`config.mk`:
```
export PLATFORM = sky130hd
export DESIGN_NAME = muldiv_ctrl
export DESIGN_NICKNAME = d
export VERILOG_FILES = /design/src/rtl/muldiv_ctrl.sv
export SDC_FILE = /design/constraint.sdc
export NUM_CORES = 1
export LEC_CHECK = 0
export CAP_MARGIN = 20
export CORE_AREA = 2 2 39 41
export CTS_BUF_LIST = sky130_fd_sc_hd__clkbuf_4
export CTS_CLUSTER_DIAMETER = 150
export DETAILED_ROUTE_END_ITERATION = 10
export DIE_AREA = 0 0 41 43
export PLACE_DENSITY_LB_ADDON = 0.25
export SYNTH_ARGS = -nofsm -noshare
export SYNTH_HDL_FRONTEND = slang
export SYNTH_SLANG_ARGS = --single-unit
```
`constraint.sdc`:
```
create_clock -name clk -period 1.9 [get_ports clk]
set_clock_uncertainty 0.1 [all_clocks]
set_input_delay 0.285 -clock clk [delete_from_list [all_inputs] [get_ports clk]]
set_output_delay 0.285 -clock clk [all_outputs]
set_load 0.05 [all_outputs]
```
`src/rtl/muldiv_ctrl.sv`:
```
// Issue/stall/occupancy controller for a multi-cycle multiply/divide unit.
// Tracks unit occupancy with a latency down-counter and flags collisions.
//
// state | meaning
// IDLE  | unit free, requests and HI/LO moves accepted
// MUL   | multiply in flight, counter running down from MUL_LAT
// DIV   | divide in flight, counter running down from DIV_LAT
module muldiv_ctrl #(
    parameter int unsigned MUL_LAT = 5,
    parameter int unsigned DIV_LAT = 10
) (
    input  logic       clk,
    input  logic       reset,
    input  logic       req_valid,
    input  logic [1:0] req_op,
    input  logic       mt_valid,
    input  logic       mt_sel,
    input  logic       d_uses_md,
    input  logic       flush,
    output logic       start,
    output logic [2:0] md_op,
    output logic [1:0] mthilo,
    output logic       busy,
    output logic       stall,
    output logic [3:0] cycles_left,
    output logic       overrun
);

    typedef enum logic [1:0] {
        IDLE = 2'd0,
        MUL  = 2'd1,
        DIV  = 2'd2
    } state_t;

    localparam logic [3:0] MUL_CNT = 4'(MUL_LAT);
    localparam logic [3:0] DIV_CNT = 4'(DIV_LAT);

    state_t     state_q, state_d;
    logic [3:0] cnt_q, cnt_d;
    logic       ovr_q, ovr_d;

    always_ff @(posedge clk or negedge reset) begin
        if (!reset) begin
            state_q <= IDLE;
            cnt_q   <= 4'd0;
            ovr_q   <= 1'b0;
        end else begin
            state_q <= state_d;
            cnt_q   <= cnt_d;
            ovr_q   <= ovr_d;
        end
    end

    // Strobes are gated by reset so nothing leaks out while it is held low.
    always_comb begin
        state_d = state_q;
        cnt_d   = cnt_q;
        ovr_d   = ovr_q;
        start   = 1'b0;
        md_op   = 3'b100;
        mthilo  = 2'b11;
        if (reset) begin
            case (state_q)
                IDLE: begin
                    if (req_valid && !flush) begin
                        start   = 1'b1;
                        md_op   = {1'b0, req_op};
                        state_d = req_op[1] ? DIV : MUL;
                        cnt_d   = req_op[1] ? DIV_CNT : MUL_CNT;
                    end else if (mt_valid && !flush && !req_valid) begin
                        mthilo = {1'b0, mt_sel};
                    end
                    if (req_valid && mt_valid) begin
                        ovr_d = 1'b1;
                    end
                end
                MUL, DIV: begin
                    if (cnt_q == 4'd1) begin
                        state_d = IDLE;
                        cnt_d   = 4'd0;
                    end else begin
                        cnt_d = cnt_q - 4'd1;
                    end
                    if (req_valid || mt_valid) begin
                        ovr_d = 1'b1;
                    end
                end
                default: begin
                    state_d = IDLE;
                    cnt_d   = 4'd0;
                end
            endcase
        end
    end

    assign busy        = (state_q != IDLE);
    assign stall       = d_uses_md & (busy | start);
    assign cycles_left = cnt_q;
    assign overrun     = ovr_q;

endmodule

```
==> results of run 1 <==
[layout make-up]
| class | instances | area, um2 |
|---|---|---|
| fill | 123 | 454 |
| clock buffer | 4 | 30.0 |
| inverter | 8 | 30.0 |
| tap | 16 | 20.0 |
| timing repair buffer | 28 | 307 |
| multi-input combinational | 42 | 368 |
| sequential | 7 | 175 |
[stage by stage]
step | setup slack [ns] | instances | setup TNS (ns)
2_1_floorplan | 0.0354 | 57 | 0
3_3_place_gp | 0.0201 | 99 | 0
3_5_place_dp | 0.00300 | 99 | 0
4_1_cts | -0.0624 | 105 | -0.141
5_1_grt | -0.0687 | 105 | -0.239
6_report | -0.000159 | 105 | -0.000159
[cells in the mapped netlist, drive strengths merged]
cell type	number	area share
inv	8	0.059
dfrtp	7	0.34
nor2	5	0.042
ha	4	0.098
nand2	4	0.029
nand3	3	0.029
o21ai	3	0.051
a21o	2	0.029
a21oi	2	0.020
a22o	2	0.034
and3	2	0.024
mux2	2	0.051
mux2i	2	0.039
o31ai	2	0.029
a21boi	1	0.015
and2	1	0.012
and2b	1	0.015
nand2b	1	0.012
nor3	1	0.0098
o21a	1	0.015
o2bb2ai	1	0.017
or2	1	0.012
or2b	1	0.015
[flip-flops by register name, indices dropped and copies added, names as in the netlist]
signal,flops
state_q,2
cycles_left,4
overrun,1
[metal layers]
metal  up-vias  part of all wire
met3         3             0.069
met2        24              0.51
met5         -                 0
li1        264                 -
met1       242              0.40
met4         0             0.017
[kinds of logic after synthesis]
kind of cell / after synthesis
adders and majority gates: 4
buffers and inverters: 8
muxes: 4
and+or+nand+nor: 20
AOI/OAI and AO/OA: 14
DFF: 7
[critical path, stage by stage, from the launching register on]
cell	delay, ns
sky130_fd_sc_hd__dfrtp_1	0.38
sky130_fd_sc_hd__inv_2	0.09
sky130_fd_sc_hd__ha_4	0.15
sky130_fd_sc_hd__nand2_4	0.05
sky130_fd_sc_hd__nor2_4	0.12
sky130_fd_sc_hd__buf_6	0.12
sky130_fd_sc_hd__nand2_4	0.05
sky130_fd_sc_hd__a21boi_4	0.15
sky130_fd_sc_hd__buf_12	0.15
[how the worst max path moves through the flow]
| stage | start | end | slack, ns | cells past startpoint |
|---|---|---|---|---|
| after floorplan | state_q[0] | mthilo[0] | 0.04 | 6 |
| after global placement | reset | mthilo[0] | 0.02 | 6 |
| after detailed placement | reset | stall | 0.003 | 7 |
| after CTS | state_q[1] | stall | -0.06 | 8 |
| after global routing | state_q[0] | stall | -0.07 | 8 |
| final | state_q[0] | stall | -0.0002 | 8 |
[timing repair]
item | 4_1_cts | 5_1_grt
setup buffers | 2 | 0
setup endpoints to repair | 5 | 5
hold buffers | 0 | 0
pin swaps | 5 | 3
gates resized for setup | 8 | 0
[power by group]
| group | internal [uW] | switching [uW] | total (uW) |
|---|---|---|---|
| clock network | 94.6 | 58.4 | 153 |
| logic | 473 | 576 | 1050 |
| registers | 207 | 58.0 | 265 |
| total | 774 | 692 | 1470 |
[cell usage in the layout (no fill, tap or decap)]
cell and n:
sky130_fd_sc_hd__ha_1 3, sky130_fd_sc_hd__dfrtp_1 7, sky130_fd_sc_hd__nand2b_1 1, sky130_fd_sc_hd__inv_2 3, sky130_fd_sc_hd__a21o_1 2, sky130_fd_sc_hd__nor2_1 3, sky130_fd_sc_hd__mux2_2 1, sky130_fd_sc_hd__o31ai_1 2
sky130_fd_sc_hd__inv_1 5, sky130_fd_sc_hd__mux2i_1 2, sky130_fd_sc_hd__a22o_1 2, sky130_fd_sc_hd__buf_8 1, sky130_fd_sc_hd__nor2_2 1, sky130_fd_sc_hd__o21a_1 1, sky130_fd_sc_hd__buf_12 5, sky130_fd_sc_hd__and3_1 2
sky130_fd_sc_hd__nand3_4 1, sky130_fd_sc_hd__a21oi_1 2, sky130_fd_sc_hd__o21ai_0 2, sky130_fd_sc_hd__nor3_1 1, sky130_fd_sc_hd__o21ai_4 1, sky130_fd_sc_hd__ha_4 1, sky130_fd_sc_hd__buf_4 12, sky130_fd_sc_hd__clkdlybuf4s50_1 9
sky130_fd_sc_hd__clkbuf_4 4, sky130_fd_sc_hd__buf_6 1, sky130_fd_sc_hd__and2b_1 1, sky130_fd_sc_hd__nor2_4 1, sky130_fd_sc_hd__o2bb2ai_1 1, sky130_fd_sc_hd__mux2_4 1, sky130_fd_sc_hd__nand3_1 2, sky130_fd_sc_hd__nand2_1 2
sky130_fd_sc_hd__a21boi_4 1, sky130_fd_sc_hd__or2_4 1, sky130_fd_sc_hd__or2b_1 1, sky130_fd_sc_hd__nand2_4 2, sky130_fd_sc_hd__and2_1 1
==> run summary, run 1 <==
The detailed-route wire length per cell works out to 12.1 um. The final reports fail on negative setup slack. The startpoint identified for the worst register-to-register timing path is state_q[1]. The flow ran to the end, but the final reports show violations. For this run, the number of Yosys warnings is 0. STA classifies the critical path startpoint as a register. STA puts the critical path data required time at 1.51 ns. The run gives -0.000159 ns as the slack of the critical path.

Number of antenna violations at the first check in global routing: 0. The run gives 7 as the clock sink count. Entering global routing, the biggest net connects 10 pins. The xor-xnor portion of the synthesized cell area was 0. The count of input and output buffers was 21; the largest voltage drop on the vdd net was 764 uV. Clock-pin slew was measured on the worst setup and hold paths at 0.05 ns. After legalization and detailed placement, the total HPWL measured 1.07 mm.

STA puts the critical path data arrival time at 1.52 ns. Summing internal, switching and leakage power gives 1470 uW. For this run, the detailed router's first-pass iteration total came to 2.

The tools report the area of the core as 1380 um2. In this run the register-to-register setup slack is 0.25 ns. After synthesis, the largest family of logic cells by area is compound AO/OA/AOI/OAI gates. Busiest layer in global routing: met2. Counting flops and latches in the post-synthesis netlist gives 7. TritonCTS built the clock tree.

The maximum fanout along the worst path was 3. The min-delay analysis places its worst path in the category input pin to async pin. The area after detailed placement is 856 um2, and the cell area after layout is 930 um2.

The endpoint identified for the worst register-to-register timing path is state_q[1]. The count of pins over their slew limit is 0. The number of cells on the worst reg-to-reg path is 7, and the total routing resource utilization after global routing is 0.192.

The remaining global-route overflow was 0; the final critical-path required period was 1.90 ns. The endpoint kind of the worst setup timing path is an output pin. The number of antenna diodes in the final layout is 0. The aggregate routed wire length is 1.27 mm. Start-to-end type of the worst setup path: register to output pin. The die covers 1760 um2. After the last flow step, the layout net total stands at 103. In this run the deepest clock path goes through 2 buffers. After floorplanning, the core was divided into 14 placement rows.

After synthesis the cells add up to 512 um2. Dividing total power by cell area gives a power density of 1580 nW/um2. From synthesis to final layout, the design area changed by 81.7%. For this run, the top clock speed supported by timing is 526 MHz. The actual slew at the worst max-slew pin is 0.488 ns, and the core utilization of the finished layout is 0.672. The logs give 1 for the number of setup violations in the final report and 0.303 for the met2 track demand over resource.

For this design the top-level I/O count stands at 22. The worst slew margin relative to its limit is 0.674, and the global-route met3 utilization is 0.0628. The number of global-route vias before repair was 557. The tools report the leakage power as 0.000445 uW. The tools report the clock root buffer master as sky130_fd_sc_hd__clkbuf_4.

The synthesized-area fraction occupied by ao, oa, aoi and oai cells works out to 0.210. The part of the Yosys area used for sequential elements came out at 0.342. Mean number of vias per cell: 5.08.

The level count of the clock H-tree was 1; the number of nets in the synthesized netlist was 70. For this run, design rule violations remaining after detail routing come to 0. The share of cells above drive strength 1 is 0.416. The portion of the clock cycle consumed by the worst path in the final layout was 1.00.

Max-cap violations in this run came to 0. Dividing the synthesized area by the synthesized cell count gives 8.98 um2. For the CTS buffer count, the log shows 3.

The clock latency of the later-clocked register in the worst-skew pair is 0.26 ns, and the final-report hold violation count is 0. The remaining antenna violation count after routing came out at 0. The die is 41 um wide. The logs give 0.339 ns for the smallest hold slack and 0.747 for the global placement routability congestion. Yosys mapped the design onto 27 distinct sky130hd cell types.

The die outline height works out to 43 um. The first global-routing pass estimated 2.24 mm of wire. The met1 usage is 0.210, and the effective utilization at floorplan is 0.370. The post-synthesis adder-cell area fraction was 0.0978; the share of cell area taken by muxes after synthesis was 0.0905. The cell count after synthesis came out at 57. The area fraction in and, or, nand and nor cells after synthesis is 0.200.

The total via count after detailed routing was 533. Setup repair after global routing could not meet its margin everywhere. After the first detailed-routing iteration, the DRC count stood at 3.
(Power assumes the default switching activity.)
==> run 2: changes to the inputs <==
--- a/config.mk
+++ b/config.mk
@@ -11,6 +11,7 @@
 export CTS_CLUSTER_DIAMETER = 150
 export DETAILED_ROUTE_END_ITERATION = 10
 export DIE_AREA = 0 0 41 43
+export GPL_TIMING_DRIVEN = 0
 export PLACE_DENSITY_LB_ADDON = 0.25
 export SYNTH_ARGS = -nofsm -noshare
 export SYNTH_HDL_FRONTEND = slang
==> run 2 against run 1 <==
Against the previous run:
- the run still ends with negative setup slack left
- maximum frequency shrank 0.78%
- largest power group unchanged
- critical path type unchanged
- via count shrank 3.0%
- design area shrank 6.7%
- worst setup slack lost 0.015 ns
- global-route usage shrank 1.1 points
- largest cell class unchanged
- flip-flop and latch count is the same
- core utilization shrank 4.5 points
- critical path depth shrank 1
- hold slack gained 0.016 ns
==> run summary, run 2 (synthesis results as in run 1) <==
The run finished, with violations left. The final reports fail on negative setup slack. The endpoint kind of the worst setup timing path was an output pin. The logs give 0.667 (-0.00675) for the worst slew margin relative to its limit and 0 (unchanged) for the remaining antenna violation count after routing.

TritonCTS built the clock tree. The logs give -0.0150 ns (-0.0149 ns) for the slack of the critical path and 101 (-1.9%) for the total number of nets in the final design. The count of input and output buffers is 21 (unchanged). The run gives 517 (-3.0%) as the total via count after detailed routing. The run gives 494 (-11%) as the number of global-route vias before repair.

The tools report the data required time at the worst endpoint as 1.51 ns (about the same). The portion of the clock cycle consumed by the worst path in the final layout was 1.01 (+0.00782); the detailed-router iteration count before antenna repair was 2 (unchanged). The detailed-route wire length per cell works out to 12.3 um (+1.5%).

The library cell used most frequently in the layout, excluding fill and tap cells, is sky130_fd_sc_hd__clkdlybuf4s50_1. The flip-flop count of the largest register, all copies and words added was 4 (unchanged). The run gives 1380 um2 (unchanged) as the area of the core.

The mean number of vias per cell is 5.02 (-1.1%), and the area of the die is 1760 um2 (unchanged). The non-filler instance count after layout is 103 (-1.9%). The number of primary I/O pins was 22 (unchanged).

Remaining global-route overflow: 0 (unchanged). The wire length of the first global-routing pass was 2.13 mm (-4.9%); the number of antenna violations at the first check in global routing was 0 (unchanged). The count of pins over their slew limit was 0 (unchanged); the area added between synthesis and finish was 69.4%. The tools report the count of max-cap constraint violations as 0 (unchanged).

Effective utilization at floorplan: 0.370 (unchanged). Setup repair after global routing could not meet its margin everywhere. Arrival time at the worst endpoint: 1.53 ns (about the same).

The tools report the number of setup violations in the final report as 1 (unchanged). The run gives 0 (unchanged) as the number of antenna cells inserted. The tightest min-delay check is of the register to register type. Maximum fanout along the worst path: 4 (+1). The areal power density over the cells came out at 1640 nW/um2 (+3.7%). Global placement routability congestion: 0.726 (-2.9%). The actual slew at the worst max-slew pin came out at 0.499 ns (+0.0108 ns). The final critical-path required period is 1.92 ns (+0.0149 ns), and the count of routing violations after the opening detailed-route iteration is 7 (+4). In the layout the commonest cells are sky130_fd_sc_hd__clkdlybuf4s50_1, sky130_fd_sc_hd__dfrtp_1, sky130_fd_sc_hd__buf_4.

The placed wire-length estimate after detailed placement came out at 880 um (-18%). The largest voltage drop on the vdd net is 837 uV (+9.5%), and the clock latency of the later-clocked register in the worst-skew pair is 0.25 ns (about the same). The start-to-end type of the worst setup path is register to output pin. The largest net degree at the start of global routing came out at 9 (-1).

The die outline height was 43 um (unchanged); the final-report hold violation count was 0 (unchanged). The smallest hold slack is 0.356 ns (+0.0164 ns), and the clock-pin slew on the worst setup and hold paths is 0.05 ns (about the same). Clock root buffer master: sky130_fd_sc_hd__clkbuf_4. The clock sink count is 7 (unchanged), and the largest buffer count on any clock path is 2 (unchanged). The number of core rows is 14 (unchanged), and the placed instance count is 94 (-5.1%). The horizontal die dimension came out at 41 um (unchanged). The number of fill cells was 133 (+8.1%); the share of cells above drive strength 1 was 0.356 (-0.0594). The total routing resource utilization after global routing is 0.181 (-0.0105).

The area occupied by multi-input gates is 368 um2 (unchanged). The post-detailed-route DRC marker count is 0 (unchanged), and the CTS buffer count is 3 (unchanged). The level count of the clock H-tree was 1 (unchanged).

The logs give 522 MHz (-0.78%) for the maximum clock frequency and 175 um2 (unchanged) for the area taken by flip-flops and latches. For the aggregate routed wire length, the log shows 1.26 mm (-0.39%). For the leakage power, the log shows 0.000436 uW (-2.2%). The worst setup path is launched from a register.
[run 2: path summary, 6_finish.rpt]
kind	slack, ns	to	depth (start not counted)	start
worst min-delay path	0.36	overrun	1	overrun
worst min register to register	0.36	overrun	1	overrun
worst max-delay path	-0.02	mthilo[0]	7	state_q[0]
min in group asynchronous	0.60	cycles_left[1]	2	reset
max in group asynchronous	0.86	overrun	2	reset
worst max register to register	0.20	state_q[1]	7	state_q[0]
[run 2: stage by stage]
| stage | utilization | area (um2) | power [uW] | setup TNS [ns] | worst slack (ns) |
|---|---|---|---|---|---|
| final | 0.627 | 867 | 1420 | -0.0150 | -0.0150 |
| after global routing | 0.627 | 867 | 1520 | -0.0934 | -0.0848 |
| after CTS | 0.615 | 851 | 1400 | -0.0359 | -0.0359 |
| after detailed placement | 0.568 | 786 | 1160 | -6.13 | -0.939 |
| after global placement | 0.568 | 786 | 1160 | -6.13 | -0.942 |
| after floorplan | - | 556 | 928 | 0 | 0.0354 |
[run 2: routing by layer]
layer | up-vias | GRT usage | wire length [um]
met5 | - | 0 | 0
met4 | 0 | 0.100 | 19
met3 | 2 | 0.0524 | 89
met2 | 23 | 0.259 | 561
met1 | 232 | 0.235 | 594
li1 | 260 | - | -
[run 2: area by class of cell]
type	count	share of cell area
multi-input cells	42	0.424
inverters	8	0.0346
well taps	16	0.0231
clock buffers	4	0.0346
flip-flops and latches	7	0.202
repair buffers	26	0.281
[run 2: repair_timing]
action | in CTS | in global routing
endpoints found under the setup margin | 8 | 8
hold buffers | 1 | 0
setup buffers | 3 | 1
pin swaps | 3 | 1
hold endpoints to repair | 7 | 0
resized for setup | 52 | 3
[run 2: report_power, final]
group          switching (uW)  leakage, uW  internal (uW)
Clock                    56.7    0.0000184           94.5
Combinational             578     0.000332            427
Sequential               56.3    0.0000847            207
[run 2: critical path: stages (launching register included)]
cell and delay [ns]:
sky130_fd_sc_hd__dfrtp_1 0.38, sky130_fd_sc_hd__inv_2 0.08, sky130_fd_sc_hd__ha_4 0.15, sky130_fd_sc_hd__nand2_4 0.05
sky130_fd_sc_hd__nor2_4 0.16, sky130_fd_sc_hd__nand3_4 0.08, sky130_fd_sc_hd__or2_4 0.24, sky130_fd_sc_hd__buf_8 0.15
==> run 3: changes to the inputs <==
--- a/config.mk
+++ b/config.mk
@@ -12,7 +12,7 @@
 export DETAILED_ROUTE_END_ITERATION = 10
 export DIE_AREA = 0 0 41 43
 export GPL_TIMING_DRIVEN = 0
-export PLACE_DENSITY_LB_ADDON = 0.25
+export PLACE_DENSITY = 0.74
 export SYNTH_ARGS = -nofsm -noshare
 export SYNTH_HDL_FRONTEND = slang
 export SYNTH_SLANG_ARGS = --single-unit
==> run 3 against run 2 <==
Against the previous run:
- the flow still finishes with violations (negative setup slack)
- routed wire length rose by 5.4%
- worst setup slack got worse by 0.013 ns
- die area is the same
- core utilization shrank 0.18 points
- clock power about the same
- power fell by 0.76%
- combinational power barely moved
- highest routed layer is now met3
==> run summary, run 3 (synthesis results as in run 1) <==
The flip-flop count of the largest register, all copies and words added is 4 (unchanged), and the share of cells above drive strength 1 is 0.356 (unchanged). The tools report the number of primary I/O pins as 22 (unchanged). The maximum fanout along the worst path works out to 4 (unchanged). The total number of nets in the final design came out at 101 (unchanged).

The library cells used most frequently in the layout, excluding fill and tap cells, are sky130_fd_sc_hd__clkdlybuf4s50_1, sky130_fd_sc_hd__dfrtp_1, sky130_fd_sc_hd__buf_4. The count of input and output buffers was 21 (unchanged). The leakage power is 0.000451 uW (+3.5%), and the number of global-route vias before repair is 510 (+3.2%). The number of antenna cells inserted is 0 (unchanged). The logs give 1410 uW (-0.76%) for the power consumption and 0 (unchanged) for the final-report hold violation count. The worst slew margin relative to its limit is 0.665 (-0.00211), and the horizontal die dimension is 41 um (unchanged). The min-delay analysis places its worst path in the category register to register. The tools report the slack of the critical path as -0.0282 ns (-0.0131 ns).

The tools report the global placement routability congestion as 0.733 (+0.95%). The largest voltage drop on the vdd net was 1010 uV (+21%). The endpoint kind of the worst setup timing path was an output pin. The placed wire-length estimate after detailed placement came out at 960 um (+9.1%). Setup repair after global routing could not meet its margin everywhere.

Effective utilization at floorplan: 0.370 (unchanged). For the core utilization of the finished layout, the log shows 0.625 (-0.00181). The portion of the clock cycle consumed by the worst path in the final layout works out to 1.01 (+0.00691). The worst setup path is of the register to output pin kind. The count of routing violations after the opening detailed-route iteration came out at 7 (unchanged).

The number of cells on the worst reg-to-reg path works out to 7 (unchanged). The logs give 7 (unchanged) for the clock sink count and 1 (unchanged) for the number of setup violations in the final report. The remaining antenna violation count after routing is 0 (unchanged). The arrival time at the worst endpoint was 1.54 ns (about the same). The actual slew at the worst max-slew pin was 0.502 ns (+0.00316 ns). Detailed-router iteration count before antenna repair: 3 (+1).

The total routing resource utilization after global routing is 0.180 (-0.00137), and the area of the die is 1760 um2 (unchanged). The flow ran to the end, but the final reports show violations. Leaving out fill and tap cells, the most frequent cell in the layout is sky130_fd_sc_hd__clkdlybuf4s50_1. Die outline height: 43 um (unchanged).

Total via count after detailed routing: 520 (+0.58%). The area added between synthesis and finish is 68.9%. The clock-pin slew on the worst setup and hold paths is 0.05 ns (about the same), and the post-detailed-route DRC marker count is 0 (unchanged). The mean number of vias per cell works out to 5.05 (+0.58%). The detailed-route wire length per cell is 12.9 um (+5.4%). The tools report the number of antenna violations at the first check in global routing as 0 (unchanged). STA classifies the critical path startpoint as a register. The tools report the remaining global-route overflow as 0 (unchanged).

The level count of the clock H-tree came out at 1 (unchanged). The hold path depth came out at 1 (unchanged). Area of the core: 1380 um2 (unchanged). TritonCTS built the clock tree.

For the count of pins over their slew limit, the log shows 0 (unchanged). The run gives 0 (unchanged) as the count of max-cap constraint violations. The run gives 9 (unchanged) as the largest net degree at the start of global routing.

The cell sitting at the root of the clock tree is a sky130_fd_sc_hd__clkbuf_4. The clock latency of the later-clocked register in the worst-skew pair was 0.25 ns (about the same). The wire length of the first global-routing pass is 2.14 mm (+0.33%).

The CTS buffer count was 3 (unchanged). The final reports fail on negative setup slack. Final critical-path required period: 1.93 ns (+0.0131 ns). The number of core rows is 14 (unchanged). The maximum clock frequency is 519 MHz (-0.68%). For the largest buffer count on any clock path, the log shows 2 (unchanged). The tools report the data required time at the worst endpoint as 1.51 ns (about the same). For this design, the slowest cell found on the critical path is sky130_fd_sc_hd__dfrtp_1. The signal on the critical path passes through inv_2 > ha_4 > nand2_4 > nor2_4 > nand3_4 > or2_4 > buf_8. The delay of the slowest cell on the worst path is 0.38 ns (about the same).

The areal power density over the cells was 1630 nW/um2 (-0.48%). The aggregate routed wire length is 1.33 mm (+5.4%).
==> run 3: stage by stage <==
stage	setup TNS, ns	hold WS, ns	std cells	area, um2	worst slack [ns]
2_1_floorplan	0	-0.111	57	556	0.0354
3_3_place_gp	-6.23	0.340	94	786	-0.949
3_5_place_dp	-6.12	0.351	94	786	-0.939
4_1_cts	-0.0547	0.343	102	845	-0.0547
5_1_grt	-0.131	0.384	103	865	-0.0926
6_report	-0.0282	0.359	103	865	-0.0282
==> run 3: repair_timing <==
| item | in CTS | in global routing |
|---|---|---|
| gates resized for setup | 52 | 9 |
| hold endpoints to repair | 7 | 0 |
| pin swaps | 3 | 2 |
| hold buffers | 1 | 0 |
| endpoints found under the setup margin | 9 | 9 |
| setup buffers | 3 | 1 |
==> run 3: worst max-delay path, delay by kind of cell, from the launching register on <==
family,cells,cell delay (ns)
adders and majority gates,1,0.15
buffers and inverters,2,0.22
DFF,1,0.38
and+or+nand+nor,4,0.54
==> run 3: power breakdown <==
| group | leakage, uW | internal [uW] | switching [uW] |
|---|---|---|---|
| combinational | 0.000348 | 411 | 579 |
| clock | 0.0000184 | 94.5 | 56.6 |
| sequential | 0.0000847 | 207 | 60.4 |
| total | 0.000451 | 712 | 696 |
==> run 3: worst paths after layout <==
path,from,end,slack (ns)
worst max-delay path,state_q[1],mthilo[0],-0.03
worst min-delay path,overrun,overrun,0.36
worst max register to register,state_q[1],state_q[1],0.22
worst min register to register,overrun,overrun,0.36
max in group asynchronous,reset,overrun,0.87
min in group asynchronous,reset,cycles_left[0],0.58
==> run 3: metal layers <==
metal | vias to the layer above | wire length [um] | global-route usage
li1 | 258 | - | -
met1 | 251 | 541 | 0.197
met2 | 11 | 739 | 0.303
met3 | 0 | 51 | 0.0785
met4 | 0 | 0 | 0.0400
met5 | - | 0 | 0
==> run 3: final cells by class <==
type	count	area [um2]
tap	16	20.0
multi-input combinational	42	368
sequential	7	175
clock buffer	4	30.0
inverter	8	30.0
timing repair buffer	26	241
fill	119	519
